**config.mk**
```make
export PLATFORM = sky130hd
export DESIGN_NAME = nibble_alu_arbiter
export DESIGN_NICKNAME = d
export VERILOG_FILES = /design/src/rtl/nibble_alu_arbiter.sv
export SDC_FILE = /design/constraint.sdc
export NUM_CORES = 1
export LEC_CHECK = 0
export BUFFER_PORTS_ARGS = -buffer_cell sky130_fd_sc_hd__buf_4
export CAP_MARGIN = 40
export CORE_MARGIN = 5
export CORE_UTILIZATION = 45
export CTS_CLUSTER_SIZE = 8
export DETAILED_ROUTE_END_ITERATION = 12
export GPL_TIMING_DRIVEN = 1
export PLACE_DENSITY = 0.87
export SETUP_SLACK_MARGIN = 0.3
export SLEW_MARGIN = 20
export SYNTH_ARGS = -nofsm -noshare
export SYNTH_HDL_FRONTEND = slang
export SYNTH_SLANG_ARGS = --single-unit
```
**constraint.sdc**
```tcl
create_clock -name clk -period 1.7 [get_ports clk]
set_input_delay 0.17 -clock clk [delete_from_list [all_inputs] [get_ports clk]]
set_output_delay 0.17 -clock clk [all_outputs]
set_load 0.01 [all_outputs]
```
**src/rtl/nibble_alu_arbiter.sv**
```systemverilog
// Round-robin arbiter in front of one shared registered W-bit add/sub unit.
// Single-entry response register with valid/ready backpressure.
module nibble_alu_arbiter #(
  parameter int NREQ = 4,
  parameter int W    = 4,
  parameter int IDW  = $clog2(NREQ)
) (
  input  logic              clk,
  input  logic              reset,
  input  logic [NREQ-1:0]   req_valid,
  output logic [NREQ-1:0]   req_ready,
  input  logic [NREQ*W-1:0] req_a,
  input  logic [NREQ*W-1:0] req_b,
  input  logic [NREQ-1:0]   req_op,
  output logic              rsp_valid,
  input  logic              rsp_ready,
  output logic [IDW-1:0]    rsp_id,
  output logic [W-1:0]      rsp_result,
  output logic              rsp_carry,
  output logic              busy,
  output logic [7:0]        op_count
);

  typedef enum logic [1:0] {IDLE, EXEC, RESP} state_t;

  state_t         state_reg, state_next;
  logic [IDW-1:0] last_grant_reg;
  logic [W-1:0]   a_reg, b_reg;
  logic           op_reg;
  logic [IDW-1:0] id_reg;
  logic           rsp_valid_reg;
  logic [IDW-1:0] rsp_id_reg;
  logic [W-1:0]   rsp_result_reg;
  logic           rsp_carry_reg;
  logic [7:0]     op_count_reg;

  logic [W-1:0]   a_arr [NREQ];
  logic [W-1:0]   b_arr [NREQ];
  logic           grant_found;
  logic [IDW-1:0] grant_idx;
  logic [IDW-1:0] cand;
  logic [W:0]     sum;

  genvar gi;
  generate
    for (gi = 0; gi < NREQ; gi++) begin : g_unpack
      assign a_arr[gi] = req_a[gi*W +: W];
      assign b_arr[gi] = req_b[gi*W +: W];
    end
  endgenerate

  // Walk candidates from farthest to nearest so the nearest valid one after
  // last_grant_reg is the final assignment and wins.
  always_comb begin
    grant_found = 1'b0;
    grant_idx   = '0;
    cand        = '0;
    for (int k = NREQ; k >= 1; k--) begin
      cand = IDW'((int'(last_grant_reg) + k) % NREQ);
      if (req_valid[cand]) begin
        grant_found = 1'b1;
        grant_idx   = cand;
      end
    end
  end

  // Subtraction is A + ~B + 1, so the carry out doubles as "no borrow".
  assign sum = {1'b0, a_reg} + (op_reg ? {1'b0, ~b_reg} : {1'b0, b_reg})
             + {{W{1'b0}}, op_reg};

  always_comb begin
    state_next = state_reg;
    req_ready  = '0;
    case (state_reg)
      IDLE: begin
        if (grant_found && !reset) begin
          req_ready[grant_idx] = 1'b1;
          state_next           = EXEC;
        end
      end
      EXEC:    state_next = RESP;
      RESP:    if (rsp_ready) state_next = IDLE;
      default: state_next = IDLE;
    endcase
  end

  always_ff @(posedge clk or posedge reset) begin
    if (reset) begin
      state_reg      <= IDLE;
      last_grant_reg <= IDW'(NREQ - 1);
      a_reg          <= '0;
      b_reg          <= '0;
      op_reg         <= 1'b0;
      id_reg         <= '0;
      rsp_valid_reg  <= 1'b0;
      rsp_id_reg     <= '0;
      rsp_result_reg <= '0;
      rsp_carry_reg  <= 1'b0;
      op_count_reg   <= 8'd0;
    end else begin
      state_reg <= state_next;
      if (state_reg == IDLE && grant_found) begin
        a_reg          <= a_arr[grant_idx];
        b_reg          <= b_arr[grant_idx];
        op_reg         <= req_op[grant_idx];
        id_reg         <= grant_idx;
        last_grant_reg <= grant_idx;
      end
      if (state_reg == EXEC) begin
        rsp_result_reg <= sum[W-1:0];
        rsp_carry_reg  <= sum[W];
        rsp_id_reg     <= id_reg;
        rsp_valid_reg  <= 1'b1;
      end
      if (state_reg == RESP && rsp_ready) begin
        rsp_valid_reg <= 1'b0;
        op_count_reg  <= op_count_reg + 8'd1;
      end
    end
  end

  assign rsp_valid  = rsp_valid_reg;
  assign rsp_id     = rsp_id_reg;
  assign rsp_result = rsp_result_reg;
  assign rsp_carry  = rsp_carry_reg;
  assign busy       = (state_reg != IDLE);
  assign op_count   = op_count_reg;

endmodule

```
# Word-level counts from Yosys, hierarchy flattened
# Index checks and enable logic that the tools add are counted.
totals:
  register_bits: 31
  latch_bits: 0
  ram_bits: 0
  mem_bits_ro: 0
  output_inout_bits: 21
  word_cells: 74
  n_memories: 0
classes:
  n_addsub: 7
  mul: 0
  div_mod_pow: 0
  n_lt_le_gt_ge: 7
  n_eq_ne: 4
  shifts: 0
  mux: 34
  n_bitwise: 2
  n_reduce_logical: 9
ops:
  columns: ["cell", "n"]
  rows:
  - ["$mux 4", 7]
  - ["$bmux 4 s2", 2]
  - ["$lt 2x3->1 const B", 5]
  - ["$mux 1", 12]
  - ["$mux 2", 6]
  - ["$bmux 1 s2", 5]
  - ["$add 8x1->8 const B", 1]
  - ["$pmux 2 s3", 1]
  - ["$add 4x4->5", 1]
  - ["$add 5x1->5", 1]
  - ["$add 2x1->2 const B", 2]
  - ["$add 2x2->2 const B", 2]
  - ["$logic_and 1x1->1", 4]
  - ["$ne 2x2->1 const B", 2]
  - ["$not 4->4", 1]
  - ["$reduce_bool 2->1", 2]
  - ["$ge 3x3->1 const B", 1]
  - ["$not 2->3", 1]
  - ["$demux 1 s2", 1]
  - ["$eq 2x1->1 const B", 1]
  - ["$eq 2x2->1 const B", 1]
  - ["$ge 2x1->1 const B", 1]
  - ["$logic_not 2->1", 1]
  - ["$reduce_and 2->1", 1]
  - ["$logic_not 1->1", 1]

# Depth between registers and ports, before layout
depth:
  word_depth: 13
  mapped_depth: 8

# Least setup slack after synthesis
# Ideal clock, no wire load.
synth_path:
  path_type: "reg2reg"
  startpoint: "register last_grant_reg[1]"
  endpoint: "register a_reg[0]"
  arrival_time_ns: 1.656
  path_slack_ns: -0.104
  stages_incl_launch_ff: 9
  synth_period_minus_slack_ns: 1.804
  cell_sequence: "dfstp_2 buf_6 mux2i_1 o22ai_2 buf_6 a21o_4 buf_6 a211oi_2 a211oi_1"
synth_via:
  elab_chain_len: 11
synth_rtl:
  columns: ["item", "line", "source"]
  rows:
  - ["from (decl)", "27", "logic [IDW-1:0] last_grant_reg;"]
  - ["from (signal assigned)", "90", "last_grant_reg <= IDW'(NREQ - 1);"]
  - ["from (signal assigned)", "107", "last_grant_reg <= grant_idx;"]
  - ["$add 2x1->2", "59", "cand = IDW'((int'(last_grant_reg) + k) % NREQ);"]
  - ["$bmux 1 s2", "60", "if (req_valid[cand]) begin"]
  - ["$mux 1 (not written as such)", "60", null]
  - ["$mux 2 (4 in a row)", "60", null]
  - ["$not 2->3 (not written as such)", "103", "a_reg <= a_arr[grant_idx];"]
  - ["$bmux 4 s2", "103", null]
  - ["$mux 4 (not written as such) (2 in a row)", "103", null]
  - ["to (signal assigned)", "103", null]
  - ["to (decl)", "28", "logic [W-1:0] a_reg, b_reg;"]
# Several ways; a longest one is shown, not always the timed one. The select of a mux whose other input is x is not followed.
# A chain may end at the register's enable or synchronous reset.

# Final worst setup path
layout_path:
  startpoint: "register last_grant_reg[1]"
  endpoint: "output req_ready[2]"
layout_via:
  elab_chain_len: 13
layout_rtl:
  columns: ["item", "line", "source"]
  rows:
  - ["$add 2x1->2", "59", null]
  - ["$bmux 1 s2", "60", null]
  - ["$mux 1 (not written as such)", "60", null]
  - ["$mux 2 (4 in a row)", "60", null]
  - ["$lt 2x3->1 (not written as such) or $ge 2x1->1 (tied branches)", "77", "req_ready[grant_idx] = 1'b1;"]
  - ["$logic_and 1x1->1 (not written as such)", "77", null]
  - ["$mux 1 (not written as such)", "77", null]
  - ["$demux 1 s2", "77", null]
  - ["$mux 4 *", "76", "if (grant_found && !reset) begin"]
  - ["$mux 4 *", "74", "case (state_reg)"]
  - ["to (decl)", "11", "output logic [NREQ-1:0] req_ready,"]
# Every way passes the cells marked *; elsewhere a longest branch is shown, timed or not. The select of a mux whose other input is x is not followed.

==> impl_metrics.toml <==
[outcome]
status = "complete, but fails checks"
failed_checks = "negative setup slack"

[synth]
async_reset_ff_share_pct = 100
postSynthCellCount = 184
syn_area_mm2 = 0.00185
synth.yosys.seq_area_share_pct = 42.0
synth_fa_ha_area_share_pct = 3.78
synth_xor_area_share_pct = 6.14
complex_gate_fraction_of_the_synthesized_area_pct = 21.1
syn-mean-instance-area_um2 = 10.1
ys_types = 35
synth-warning-count = 0
syn_nets = 232
simple_gate_area_share_of_the_yosys_netlist_pct = 12.6
synth_enable_flop_cells = 0
synth.area.mux_share_pct = 7.83
number_of_storage_elements_in_the_synthesis_netlist = 31
synthFlopType = "sky130_fd_sc_hd__dfrtp_1"
synth_top_family_by_area = "compound AO/OA/AOI/OAI gates"

[sta]
layout_setup_ws_ns = -0.222
max_slew_margin_pct = 61.7
max_slew.worst_pin.slew_ns = 0.574
worst_clock_skew_ns = 0.00462
drv_slew = 0
max_freq_mhz = 520
timing.final.hold_violations = 0
min_period_over_period_pct = 113
timing.final.crit_period_ns = 1.92
rsz0062_at_grt = "yes"
final-setup-viol-count = 15

[setup_path]
ff2ff_setup_slack_ns = -0.19
reg2reg_to = "b_reg[0]"
crit_path_to = "req_ready[2]"
cp-startpoint = "last_grant_reg[1]"
arrival_time_worst_endpoint_ns = 1.75
regToRegStartpoint = "last_grant_reg[1]"
start_kind = "flop"
worstSetupEndpointType = "primary output"
worstSetupPathType = "flop to primary output"
worst-r2r-cell-count = 7
critPathMaxFanout = 6
worstPathRequired_ns = 1.53

[floorplan]
floorplan.die.width_um = 74.2
initial_util_pct = 46.4
placementRows = 23
floorplan.die_area_mm2 = 0.00550
die_height_um = 74.2
design.core.area_mm2 = 0.00400
num_io_pins = 64

[pwr]
clock_power_share_pct = 13.5
power.sequential.fraction_pct = 25.2
netSwitchingFraction_pct = 38.2
power_density_mw_per_mm2 = 1870
total_switching_power_mw = 2.14
pint_mw = 3.46
power_mw = 5.60
leakagePower_nw = 1.41
ir_worst_vdd_mv = 0.933
share_comb_of_total_power_pct = 61.3

[grt]
global_route.usage.total_pct = 19.5
antenna_found_initial = 0
grt_pass1_vias = 1766
grt_start_max_net_pins = 32
grt_first_pass_wirelength_um = 8160
overflow = 0

[cells_and_area]
antenna-diode-count = 0
mostFrequentLayoutCell = "sky130_fd_sc_hd__buf_4"
largest_reg_flops = 8
final_util_pct = 74.8
drive_gt1_share_pct = 57.6
final_cell_mix = "sky130_fd_sc_hd__buf_4, sky130_fd_sc_hd__dfrtp_1, sky130_fd_sc_hd__a211oi_2"
syn2layout_area_growth_pct = 61.3
design.final.nets = 323

[placement]
placement.io_buffers = 63
globalplace.congestion = 0.833
dp_hpwl_um = 3580

[job]
cap_viol_max_count = 0

[clock_network]
cts-buffers-inserted = 5
max-clock-path-buffers = 2
clock-sinks = 31
clock_insertion_delay_worst_skew_ns = 0.29
htree_num_levels = 2
root_buffer = "sky130_fd_sc_hd__clkbuf_8"
tritoncts = "built"
cts.reportedPaths.clkPinSlew_ns = 0.07

[drt]
final_antenna_net_count = 0
drt-wirelength-per-cell_um = 16.6
vias = 1732
drt_first_iter_violations = 79
detail_route.first_pass.iterations = 4
remaining_drc_errors = 0
routed_wire_length_um = 5420
vias_per_cell = 5.31

[hold_path]
hp-class = "input pin to flop"
-- worst min-delay path by stage --
stage / start / to / slack [ns] / cells after the start
after CTS: reset / state_reg[0] / 0.05 / 2
after detailed placement: reset / rsp_id[1] / 0.29 / 3
after floorplan: reset / a_reg[0] / 0.27 / 1
after global placement: reset / state_reg[0] / 0.28 / 3
final: reset / state_reg[0] / 0.06 / 2
after global routing: reset / state_reg[0] / 0.06 / 2
-- synth_stat cells (2+ instances only) --
| master | count | area (um2) |
|---|---|---|
| sky130_fd_sc_hd__buf_6 | 3 | 33.8 |
| sky130_fd_sc_hd__ha_1 | 4 | 50.1 |
| sky130_fd_sc_hd__nand2b_1 | 3 | 18.8 |
| sky130_fd_sc_hd__nor2_1 | 17 | 63.8 |
| sky130_fd_sc_hd__nand2_1 | 17 | 63.8 |
| sky130_fd_sc_hd__a211oi_1 | 19 | 143 |
| sky130_fd_sc_hd__o21ai_0 | 5 | 25.0 |
| sky130_fd_sc_hd__and3_1 | 5 | 31.3 |
| sky130_fd_sc_hd__a21o_1 | 3 | 22.5 |
| sky130_fd_sc_hd__mux2i_1 | 10 | 100 |
| sky130_fd_sc_hd__a211oi_2 | 8 | 100 |
| sky130_fd_sc_hd__a21oi_1 | 5 | 25.0 |
| sky130_fd_sc_hd__clkbuf_1 | 3 | 11.3 |
| sky130_fd_sc_hd__inv_1 | 14 | 52.6 |
| sky130_fd_sc_hd__xnor2_1 | 6 | 52.6 |
| sky130_fd_sc_hd__dfstp_2 | 2 | 52.6 |
| sky130_fd_sc_hd__dfrtp_1 | 29 | 726 |
| sky130_fd_sc_hd__buf_2 | 2 | 10.0 |
| sky130_fd_sc_hd__mux2_2 | 4 | 45.0 |
| sky130_fd_sc_hd__xor2_1 | 7 | 61.3 |
| sky130_fd_sc_hd__nand3_1 | 4 | 20.0 |
-- cell type report --
type / count / area (um2)
fillers: 265 / 1010
repair buffers: 93 / 772
multi-input cells: 130 / 1210
clock buffers: 6 / 82.6
flip-flops and latches: 31 / 781
clock inverters: 2 / 35.0
well taps: 50 / 62.6
inverters: 14 / 52.6
-- critical path, stage by stage, from the launching register on --
cell and delay (ns):
sky130_fd_sc_hd__dfstp_2 0.58, sky130_fd_sc_hd__mux2i_1 0.22, sky130_fd_sc_hd__o22ai_2 0.13, sky130_fd_sc_hd__a21oi_4 0.15, sky130_fd_sc_hd__buf_6 0.11, sky130_fd_sc_hd__and3_4 0.17
sky130_fd_sc_hd__buf_6 0.09
-- through the flow --
stage	setup slack [ns]	hold slack (ns)	cells	TNS, ns	cell area, um2
2_1_floorplan	-0.0399	0.271	184	-0.367	1890
3_3_place_gp	-0.0744	0.281	302	-0.125	2460
3_5_place_dp	-0.165	0.287	302	-0.616	2460
4_1_cts	-0.238	0.0538	321	-2.25	2830
5_1_grt	-0.315	0.0619	326	-3.62	2990
6_report	-0.222	0.0619	326	-2.23	2990
-- kinds of logic after synthesis --
logic type      Yosys count
simple gates             51
xor+xnor                 13
buf+inv                  23
fa+ha+maj                 5
mux                      14
compound gates           47
flops                    31
-- metal layers --
metal / global-route usage, % / share of wire (%)
met1: 23.3 / 40
met2: 34.4 / 53
met3: 4.46 / 5.1
met4: 6.64 / 1.8
met5: 0 / 0
-- repair_timing --
item,in CTS,in global routing
endpoints found under the hold margin,29,0
hold buffers,1,0
setup endpoints to repair,20,24
pin swaps,13,11
cloned,1,0
setup buffers,9,5
resized for setup,33,24
-- power by group through the flow --
stage          logic [mW]  registers, mW  clock network [mW]
3_3_place_gp         2.30           1.36                   0
5_1_grt              3.73           1.46               0.792
2_1_floorplan        1.63           1.37                   0
6_report             3.43           1.41               0.756
4_1_cts              3.08           1.37               0.760
3_5_place_dp         2.41           1.38                   0
(Power assumes the default switching activity.)
